**config.mk**
```make
export PLATFORM = sky130hd
export DESIGN_NAME = lt100_timer
export DESIGN_NICKNAME = d
export VERILOG_FILES = /design/src/rtl/lt100_timer_pkg.sv /design/src/rtl/lt100_prescaler.sv /design/src/rtl/lt100_timer.sv
export SDC_FILE = /design/constraint.sdc
export NUM_CORES = 1
export LEC_CHECK = 0
export ABC_AREA = 1
export CAP_MARGIN = 15
export CORE_MARGIN = 10
export CORE_UTILIZATION = 52
export CTS_CLUSTER_SIZE = 10
export DETAILED_ROUTE_END_ITERATION = 8
export GPL_TIMING_DRIVEN = 0
export HOLD_SLACK_MARGIN = 0.08
export PLACE_DENSITY_LB_ADDON = 0.12
export SETUP_SLACK_MARGIN = 0.2
export SLEW_MARGIN = 20
export SYNTH_ARGS = -nofsm -noshare
export SYNTH_HDL_FRONTEND = slang
export SYNTH_SLANG_ARGS = --single-unit
```
**constraint.sdc**
```tcl
create_clock -name clk -period 4.08 [get_ports clk]
set_input_delay 0.408 -clock clk [delete_from_list [all_inputs] [get_ports clk]]
set_output_delay 0.408 -clock clk [all_outputs]
set_load 0.02 [all_outputs]
```
**src/rtl/lt100_timer_pkg.sv**
```systemverilog
// Shared constants for the lt100 timer/compare peripheral: register offsets,
// CTRL/STATUS bit positions, responder FSM encoding and a byte-lane merge helper.
package lt100_timer_pkg;

   localparam logic [7:0] TMR_CTRL     = 8'h00;
   localparam logic [7:0] TMR_PRESCALE = 8'h04;
   localparam logic [7:0] TMR_COUNT    = 8'h08;
   localparam logic [7:0] TMR_COMPARE  = 8'h0C;
   localparam logic [7:0] TMR_STATUS   = 8'h10;

   localparam int CTRL_RUN        = 0;
   localparam int CTRL_IRQ_EN     = 1;
   localparam int CTRL_AUTORELOAD = 2;
   localparam int STAT_MATCH      = 0;
   localparam int STAT_OVF        = 1;

   typedef enum logic {
      TMR_IDLE = 1'b0,
      TMR_ACK  = 1'b1
   } tmr_state_e;

   // Replace only the byte lanes selected by be, keep the rest of the old word.
   function automatic logic [31:0] be_merge(input logic [31:0] old_word,
                                            input logic [31:0] new_word,
                                            input logic [3:0]  be);
      logic [31:0] merged;
      merged = old_word;
      for (int i = 0; i < 4; i++) begin
         if (be[i]) begin
            merged[8*i +: 8] = new_word[8*i +: 8];
         end else begin
            merged[8*i +: 8] = old_word[8*i +: 8];
         end
      end
      return merged;
   endfunction

endpackage

```
**src/rtl/lt100_prescaler.sv**
```systemverilog
// Prescale counter for lt100_timer: counts 0..i_prescale while running and
// emits a one-cycle tick on the wrap; i_clr restarts the count from zero.
module lt100_prescaler #(
   parameter int PRESCALE_W = 16
) (
   input  logic                  clk,
   input  logic                  rst,
   input  logic                  i_run,
   input  logic                  i_clr,
   input  logic [PRESCALE_W-1:0] i_prescale,
   output logic                  o_tick
);

   logic [PRESCALE_W-1:0] r_cnt;

   // Prescale count register: clear has priority, otherwise count while running.
   always_ff @(posedge clk or posedge rst) begin
      if (rst) begin
         r_cnt <= '0;
      end else if (i_clr) begin
         r_cnt <= '0;
      end else if (i_run) begin
         if (r_cnt == i_prescale) begin
            r_cnt <= '0;
         end else begin
            r_cnt <= r_cnt + PRESCALE_W'(1);
         end
      end else begin
         r_cnt <= r_cnt;
      end
   end

   assign o_tick = i_run & (r_cnt == i_prescale);

endmodule

```
**src/rtl/lt100_timer.sv**
```systemverilog
// lt100 bus responder with a prescaled 32-bit compare/overflow timer.
// Optional build macro LT100_TIMER_AUTORELOAD_EN makes CTRL[2] reload COUNT on match.
module lt100_timer
   import lt100_timer_pkg::*;
#(
   parameter logic [31:0] BASE_ADDR  = 32'h4000_0100,
   parameter int          PRESCALE_W = 16
) (
   input  logic        clk,
   input  logic        rst,
   input  logic        enable,
   input  logic        wr_en,
   input  logic [31:0] addr,
   input  logic [31:0] i_data,
   input  logic [3:0]  be,
   output logic        ready,
   output logic [31:0] o_data,
   output logic        bus_err,
   output logic        irq,
   output logic        sel
);

`ifdef LT100_TIMER_AUTORELOAD_EN
   localparam logic [2:0] CTRL_WMASK = 3'b111;
`else
   localparam logic [2:0] CTRL_WMASK = 3'b011;
`endif

   tmr_state_e            r_state;
   tmr_state_e            w_state_nxt;
   logic [2:0]            r_ctrl;
   logic [PRESCALE_W-1:0] r_prescale;
   logic [31:0]           r_count;
   logic [31:0]           r_compare;
   logic [1:0]            r_status;
   logic                  r_ready;
   logic [31:0]           r_o_data;
   logic                  r_bus_err;
   logic                  r_irq;
   logic                  r_sel;

   logic [7:0]  w_off;
   logic        w_hit;
   logic        w_err;
   logic        w_accept;
   logic        w_do_wr;
   logic [31:0] w_rdata;
   logic [31:0] w_wmerge;
   logic [1:0]  w_w1c;
   logic        w_tick;
   logic        w_match_set;
   logic        w_ovf_set;

   assign w_off       = addr[7:0];
   assign w_hit       = (addr[31:8] == BASE_ADDR[31:8]);
   assign w_err       = (addr[1:0] != 2'b00) | (w_off > TMR_STATUS);
   assign w_accept    = (r_state == TMR_IDLE) & enable & w_hit;
   assign w_do_wr     = w_accept & wr_en & ~w_err;
   assign w_wmerge    = be_merge(w_rdata, i_data, be);
   assign w_w1c       = (w_do_wr && (w_off == TMR_STATUS) && be[0]) ? i_data[1:0] : 2'b00;
   assign w_match_set = w_tick & (r_count == r_compare);
   assign w_ovf_set   = w_tick & (r_count == 32'hFFFF_FFFF);

   lt100_prescaler #(.PRESCALE_W(PRESCALE_W)) u_prescaler (
      .clk        (clk),
      .rst        (rst),
      .i_run      (r_ctrl[CTRL_RUN]),
      .i_clr      (w_do_wr && (w_off == TMR_PRESCALE)),
      .i_prescale (r_prescale),
      .o_tick     (w_tick)
   );

   // Current value of the addressed register; also the base for byte-masked writes.
   always_comb begin
      w_rdata = 32'h0000_0000;
      case (w_off)
         TMR_CTRL:     w_rdata = {29'h0000_0000, r_ctrl};
         TMR_PRESCALE: w_rdata = 32'(r_prescale);
         TMR_COUNT:    w_rdata = r_count;
         TMR_COMPARE:  w_rdata = r_compare;
         TMR_STATUS:   w_rdata = {30'h0000_0000, r_status};
         default:      w_rdata = 32'h0000_0000;
      endcase
   end

   // Responder FSM state register.
   always_ff @(posedge clk or posedge rst) begin
      if (rst) begin
         r_state <= TMR_IDLE;
      end else begin
         r_state <= w_state_nxt;
      end
   end

   // Responder FSM next state: ACK is left only once the initiator drops enable.
   always_comb begin
      w_state_nxt = r_state;
      case (r_state)
         TMR_IDLE: begin
            if (w_accept) begin
               w_state_nxt = TMR_ACK;
            end else begin
               w_state_nxt = TMR_IDLE;
            end
         end
         TMR_ACK: begin
            if (!enable) begin
               w_state_nxt = TMR_IDLE;
            end else begin
               w_state_nxt = TMR_ACK;
            end
         end
         default: w_state_nxt = TMR_IDLE;
      endcase
   end

   // Bus response registers, held stable for the whole ACK phase.
   always_ff @(posedge clk or posedge rst) begin
      if (rst) begin
         r_ready   <= 1'b0;
         r_sel     <= 1'b0;
         r_bus_err <= 1'b0;
         r_o_data  <= 32'h0000_0000;
      end else begin
         case (r_state)
            TMR_IDLE: begin
               if (w_accept) begin
                  r_ready   <= 1'b1;
                  r_sel     <= 1'b1;
                  r_bus_err <= w_err;
                  r_o_data  <= (wr_en || w_err) ? 32'h0000_0000 : w_rdata;
               end else begin
                  r_ready   <= r_ready;
                  r_sel     <= r_sel;
                  r_bus_err <= r_bus_err;
                  r_o_data  <= r_o_data;
               end
            end
            TMR_ACK: begin
               if (!enable) begin
                  r_ready   <= 1'b0;
                  r_sel     <= 1'b0;
                  r_bus_err <= 1'b0;
                  r_o_data  <= 32'h0000_0000;
               end else begin
                  r_ready   <= r_ready;
                  r_sel     <= r_sel;
                  r_bus_err <= r_bus_err;
                  r_o_data  <= r_o_data;
               end
            end
            default: begin
               r_ready   <= 1'b0;
               r_sel     <= 1'b0;
               r_bus_err <= 1'b0;
               r_o_data  <= 32'h0000_0000;
            end
         endcase
      end
   end

   // Configuration registers written by the bus.
   always_ff @(posedge clk or posedge rst) begin
      if (rst) begin
         r_ctrl     <= 3'b000;
         r_prescale <= '0;
         r_compare  <= 32'h0000_0000;
      end else begin
         if (w_do_wr && (w_off == TMR_CTRL)) begin
            r_ctrl <= w_wmerge[2:0] & CTRL_WMASK;
         end else begin
            r_ctrl <= r_ctrl;
         end
         if (w_do_wr && (w_off == TMR_PRESCALE)) begin
            r_prescale <= w_wmerge[PRESCALE_W-1:0];
         end else begin
            r_prescale <= r_prescale;
         end
         if (w_do_wr && (w_off == TMR_COMPARE)) begin
            r_compare <= w_wmerge;
         end else begin
            r_compare <= r_compare;
         end
      end
   end

   // COUNT: a bus write beats a same-cycle tick; match optionally reloads to zero.
   always_ff @(posedge clk or posedge rst) begin
      if (rst) begin
         r_count <= 32'h0000_0000;
      end else if (w_do_wr && (w_off == TMR_COUNT)) begin
         r_count <= w_wmerge;
      end else if (w_tick) begin
         if (r_ctrl[CTRL_AUTORELOAD] && w_match_set) begin
            r_count <= 32'h0000_0000;
         end else begin
            r_count <= r_count + 32'h0000_0001;
         end
      end else begin
         r_count <= r_count;
      end
   end

   // STATUS flags (a set wins over a same-cycle clear) and the registered irq.
   always_ff @(posedge clk or posedge rst) begin
      if (rst) begin
         r_status <= 2'b00;
         r_irq    <= 1'b0;
      end else begin
         r_status <= (r_status & ~w_w1c) | {w_ovf_set, w_match_set};
         r_irq    <= r_ctrl[CTRL_IRQ_EN] & (r_status[STAT_MATCH] | r_status[STAT_OVF]);
      end
   end

   assign ready   = r_ready;
   assign o_data  = r_o_data;
   assign bus_err = r_bus_err;
   assign irq     = r_irq;
   assign sel     = r_sel;

endmodule

```
Word level (Yosys, flattened, before mapping). Cells that the tools add are included.

Word-level logic and storage cells: 74. Output and inout port bits: 36. Register bits after elaboration: 136.

$add $sub $neg: 2. Bitwise logic cells: 15. Reductions and logical operators: 12. Magnitude comparators: 1. Muxes and demuxes: 23. Eq/ne operators: 10.

Operator list (count): $mux 32 (5); $pmux 32 s5 (1); $pmux 32 s2 (1); $mux 16 (3); $add 32x1->32 const B (1); $eq 32x32->1 (1); $eq 32x32->1 const B (1); $mux 8 (4); $eq 24x23->1 const B (1); $add 16x1->16 const B (1); $eq 16x16->1 (1); $eq 8x4->1 const B (2); $and 1x1->1 (8); $eq 8x3->1 const B (1); $eq 8x5->1 const B (1); $gt 8x5->1 const B (1); $logic_not 8->1 (1); $logic_and 1x1->1 (6); $pmux 1 s2 (3); $reduce_bool 2->1 (3); $mux 1 (5); $ne 2x2->1 const B (2); $and 2x2->2 (1); $mux 2 (1); other kinds (6) (8).

Depth between registers and ports, before layout.
Word-level depth: 11. Mapped depth: 13.

Modules after synthesis. Synthesis repeated with hierarchy kept, for this count alone.

Cells, all modules: 1281. Area total of the unflattened synthesis: 8851.0 um2.

Modules (own cells, without submodules): lt100_timer (sequential area each 3002.9 um2, cells each 1078, area each 7627.3 um2, times used 1); lt100_prescaler (sequential area each 400.4 um2, cells each 203, area each 1223.7 um2, times used 1).

Worst setup path before layout. Ideal clock, no wire load.

Kind: input-to-reg. From: input addr[4]. To: register u_prescaler.r_cnt[9]. Path slack: 2.419 ns. Library setup time: 0.118 ns. Data arrival time: 1.543 ns. Stages: 13. Path through: inv_1 -> nand2_1 -> nor2_4 -> nand2_1 -> nand2_4 -> nand2_2 -> nor2_8 -> nand2_4 -> nand2_2 -> inv_2 -> buf_6 -> nand2_1 -> nand2_1.

Cells in the longest elaborated chain, start to end: 6.

RTL lines: start, declared (RTL line lt100_timer.sv:13) `input logic [31:0] addr,`; $gt 8x5->1 (RTL line lt100_timer.sv:56) `assign w_err = (addr[1:0] != 2'b00) | (w_off > TMR_STATUS);`; $or 1x1->1 (RTL line lt100_timer.sv:56); $not 1->1 (RTL line lt100_timer.sv:58) `assign w_do_wr = w_accept & wr_en & ~w_err;`; $and 1x1->1 (RTL line lt100_timer.sv:58); $logic_and 1x1->1 (*) (RTL line lt100_timer.sv:68) `.i_clr (w_do_wr && (w_off == TMR_PRESCALE)),`; $mux 16 or $reduce_bool 2->1 (tied branches); end signal, assigned (RTL line lt100_prescaler.sv:26) `r_cnt <= r_cnt + PRESCALE_W'(1);`; end signal, assigned (RTL line lt100_prescaler.sv:29) `r_cnt <= r_cnt;`; end, declared (RTL line lt100_prescaler.sv:14) `logic [PRESCALE_W-1:0] r_cnt;`.

Mark *: on every way between the ends. The rest lies on a longest branch, timed or not. A chain may end at the register's enable or synchronous reset.

Worst setup path after layout.
From: input addr[2]. To: register r_o_data[16] (netlist: o_data[16]).

Cells in the longest elaborated chain, start to end: 6.

RTL lines: $gt 8x5->1 (RTL line lt100_timer.sv:56); $or 1x1->1 (RTL line lt100_timer.sv:56); $logic_or 1x1->1 (RTL line lt100_timer.sv:131) `r_o_data <= (wr_en || w_err) ? 32'h0000_0000 : w_rdata;`; $mux 32 (*) (RTL line lt100_timer.sv:131); $mux 32 (*) (RTL line lt100_timer.sv:127) `if (w_accept) begin`; $pmux 32 s2 (*) (RTL line lt100_timer.sv:125) `case (r_state)`; end signal, assigned (RTL line lt100_timer.sv:131); end signal, assigned (RTL line lt100_timer.sv:136) `r_o_data <= r_o_data;`; end signal, assigned (RTL line lt100_timer.sv:149) `r_o_data <= r_o_data;`; end, declared (RTL line lt100_timer.sv:37) `logic [31:0] r_o_data;`.

Mark *: on every way between the ends. The rest lies on a longest branch, timed or not. The select of a mux whose other input is x is not followed.

==> out/summary.txt <==
status: finished clean
pwr dens: 277 nW/um^2
critical path peak fanout: 10
Most used DFF post-synth: dfrtp_1
row count: 47
H-tree depth: 4
Post-DP Area: 10400 sq um
final period utilization: 0.587
Worst-Margin Slew: 0.765 ns
final net count: 1489
gpl congestion: 0.960
Post-Syn Instances: 1288
async set-or-reset flop fraction in the synthesized netlist: 1.00
DP Wirelength: 21600 microns
synthesized cell area: 8960 sq um
Initial Util: 0.535
Post-Syn Nets: 1362
layout cell share with drive strength beyond 1: 0.0910
CTS tree: built
postcts setup bufs: 0
cell taking the most area after synthesis: dfrtp_1
FF-to-FF Start: u_prescaler.r_cnt[8]$_DFFE_PP0P_
initial antenna violation count: 1
dpl ws: 1.27 ns
Post-Syn Area per Cell: 6.96 sq um
filler cell count: 1516
fin worst setup slack: 1.68 ns
drt initial violations: 659
routed vias/inst: 5.45
sw frac: 0.231
share of the synthesized area in the top cell type: 0.380
DRT Pass-1 Iters: 5
DR WL/cell: 16.7 microns
P_leak: 5.16 nW
Root Buffer: clkbuf_16
Synth area leaders: dfrtp_1 38%, nand2_1 17%, nand3_1 9.6%
clock skew: 0.00963 ns
hold crit path type: input pin to asynchronous set/reset pin
Top Ports: 108
Clock Sinks: 136
critical path launch point type: input pin
clk slew on worst S/H paths: 0.06 ns
synth warn: 0
final instance area: 10900 sq um
final WL: 27600 microns
die area: 22900 sq um
final setup TNS: 0 ns
# setup viols final: 0
RSZ-0062 raised after global routing: false
Slew Limit Fails: 0
switching pwr: 0.701 mW
Final Hold Fails: 0
GRT Total Usage: 0.247
count leader, synth: nand2_1
sequential share of the synthesized area: 0.380
Via Count: 8982
MaxCap Viol Count: 0
Critical Path Source: addr[2]
CP Capture Type: flip-flop
first-pass GRT wire length: 45400 microns
P&R area growth vs syn: 22.1%
Critical Setup Path Class: input pin to flip-flop
EDFF count, synth: 0
GRT overflow: 0
CP Data Required Time: 4.44 ns
vias in the first global route: 8908
total CTS buffers: 17
cts hold-fix bufs: 0
clock power share: 0.496
fmax: 0.417 GHz
count of unique library cells instantiated by Yosys: 39
chip height: 151 microns
synth cell count leaders: 413 x nand2_1, 172 x nand3_1, 136 x dfrtp_1
pin count of the biggest net entering global routing: 35
Clock Latency Late Sink: 0.42 ns
IR drop worst, VDD: 0.325 mV
Seq pwr share: 0.445
port bufs: 104
Seq cells post-synth: 136
CP arrival: 2.75 ns
Slew headroom: 0.488
drt drc: 0
core box area: 16800 sq um
combinational group share of total power: 0.060
Int Pwr: 2.33 mW
CTS max path bufs: 2
fin crit period: 2.40 ns
Die W: 151 microns
PostCTS Resize Cnt: 0
DRT antenna net count: 0
## kinds of logic after synthesis
logic type,share of synthesized area
xor gates and xnor gates,0.0528
adders and majority gates,0.00279
DFF,0.380
and+or+nand+nor,0.383
buffers and inverters,0.0934
AOI/OAI and AO/OA,0.0877
## layer usage
metal	routed length [microns]	GRT usage
met1	11700	0.308
met2	13400	0.420
met3	1800	0.0552
met4	614	0.0717
met5	0	0
## critical path: stages
cell and delay [ns]:
clkdlybuf4s50_1 0.55, nor2_2 0.19, nand4_2 0.20, nand2_4 0.14, nand2_1 0.05, nor2_1 0.60, buf_2 0.41, a22o_1 0.20
## registers in the layout (all words and copies together), names as in the netlist
signal	count
irq	1
r_count	32
bus_err	1
r_prescale	16
r_status	2
r_ctrl	2
r_compare	32
sel	1
u_prescaler.r_cnt	16
r_state	1
o_data	32
## through the flow
step | util | total power, mW | hold slack, ns | std cells
3_3_place_gp | 0.613 | 1.54 | 0.479 | 1612
5_1_grt | 0.652 | 3.13 | 0.295 | 1648
2_1_floorplan | - | 1.45 | 0.464 | 1288
3_5_place_dp | 0.618 | 1.55 | 0.481 | 1616
4_1_cts | 0.652 | 3.05 | 0.282 | 1648
6_report | 0.653 | 3.03 | 0.287 | 1649
## path summary, 6_finish.rpt
check	to	depth (start not counted)	slack, ns
worst max register to register	r_status[1]$_DFF_PP0_	12	1.84
max in group asynchronous	r_compare[24]$_DFFE_PP0P_	5	2.84
worst max-delay path	o_data[16]$_DFFE_PP0P_	8	1.68
worst min register to register	bus_err$_DFFE_PP0P_	2	0.49
worst min-delay path	u_prescaler.r_cnt[7]$_DFFE_PP0P_	2	0.29
min in group clk	r_status[0]$_DFF_PP0_	4	0.43
## power groups by stage
stage | clock network [mW] | registers (mW) | logic (mW)
final | 1.50 | 1.35 | 0.181
after global routing | 1.58 | 1.35 | 0.199
after CTS | 1.52 | 1.35 | 0.182
after detailed placement | 0 | 1.37 | 0.181
after global placement | 0 | 1.37 | 0.170
after floorplan | 0 | 1.37 | 0.0726
## layout make-up
cell class                      instances  area (sq um)  area share
Sequential cell                       136          3400       0.311
Clock buffer                           21           480      0.0439
Inverter                              138           523      0.0478
Multi-Input combinational cell        955          4720       0.431
Buffer                                 59           318      0.0291
Clock inverter                         11          96.3     0.00881
Tap cell                              220           275      0.0252
Timing Repair Buffer                  108          1120       0.102
Antenna cell                            1          2.50    0.000229
## placed cells by master, fill, tap and decap left out, types with 8 or more instances in the layout
master | netlist | final
nand2_1 | 413 | 413
nand3_1 | 172 | 172
dfrtp_1 | 136 | 136
inv_1 | 126 | 125
nor2_1 | 114 | 114
clkdlybuf4s50_1 | 0 | 104
o21ai_1 | 39 | 39
xor2_1 | 35 | 35
a22o_1 | 32 | 32
buf_2 | 28 | 28
nand4_1 | 24 | 24
o21ai_0 | 22 | 22
nor3_1 | 20 | 20
xnor2_1 | 19 | 19
clkbuf_16 | 0 | 17
clkbuf_1 | 16 | 16
inv_2 | 10 | 10
o211ai_1 | 8 | 8
Note: power is estimated with default switching activity, not from simulation.
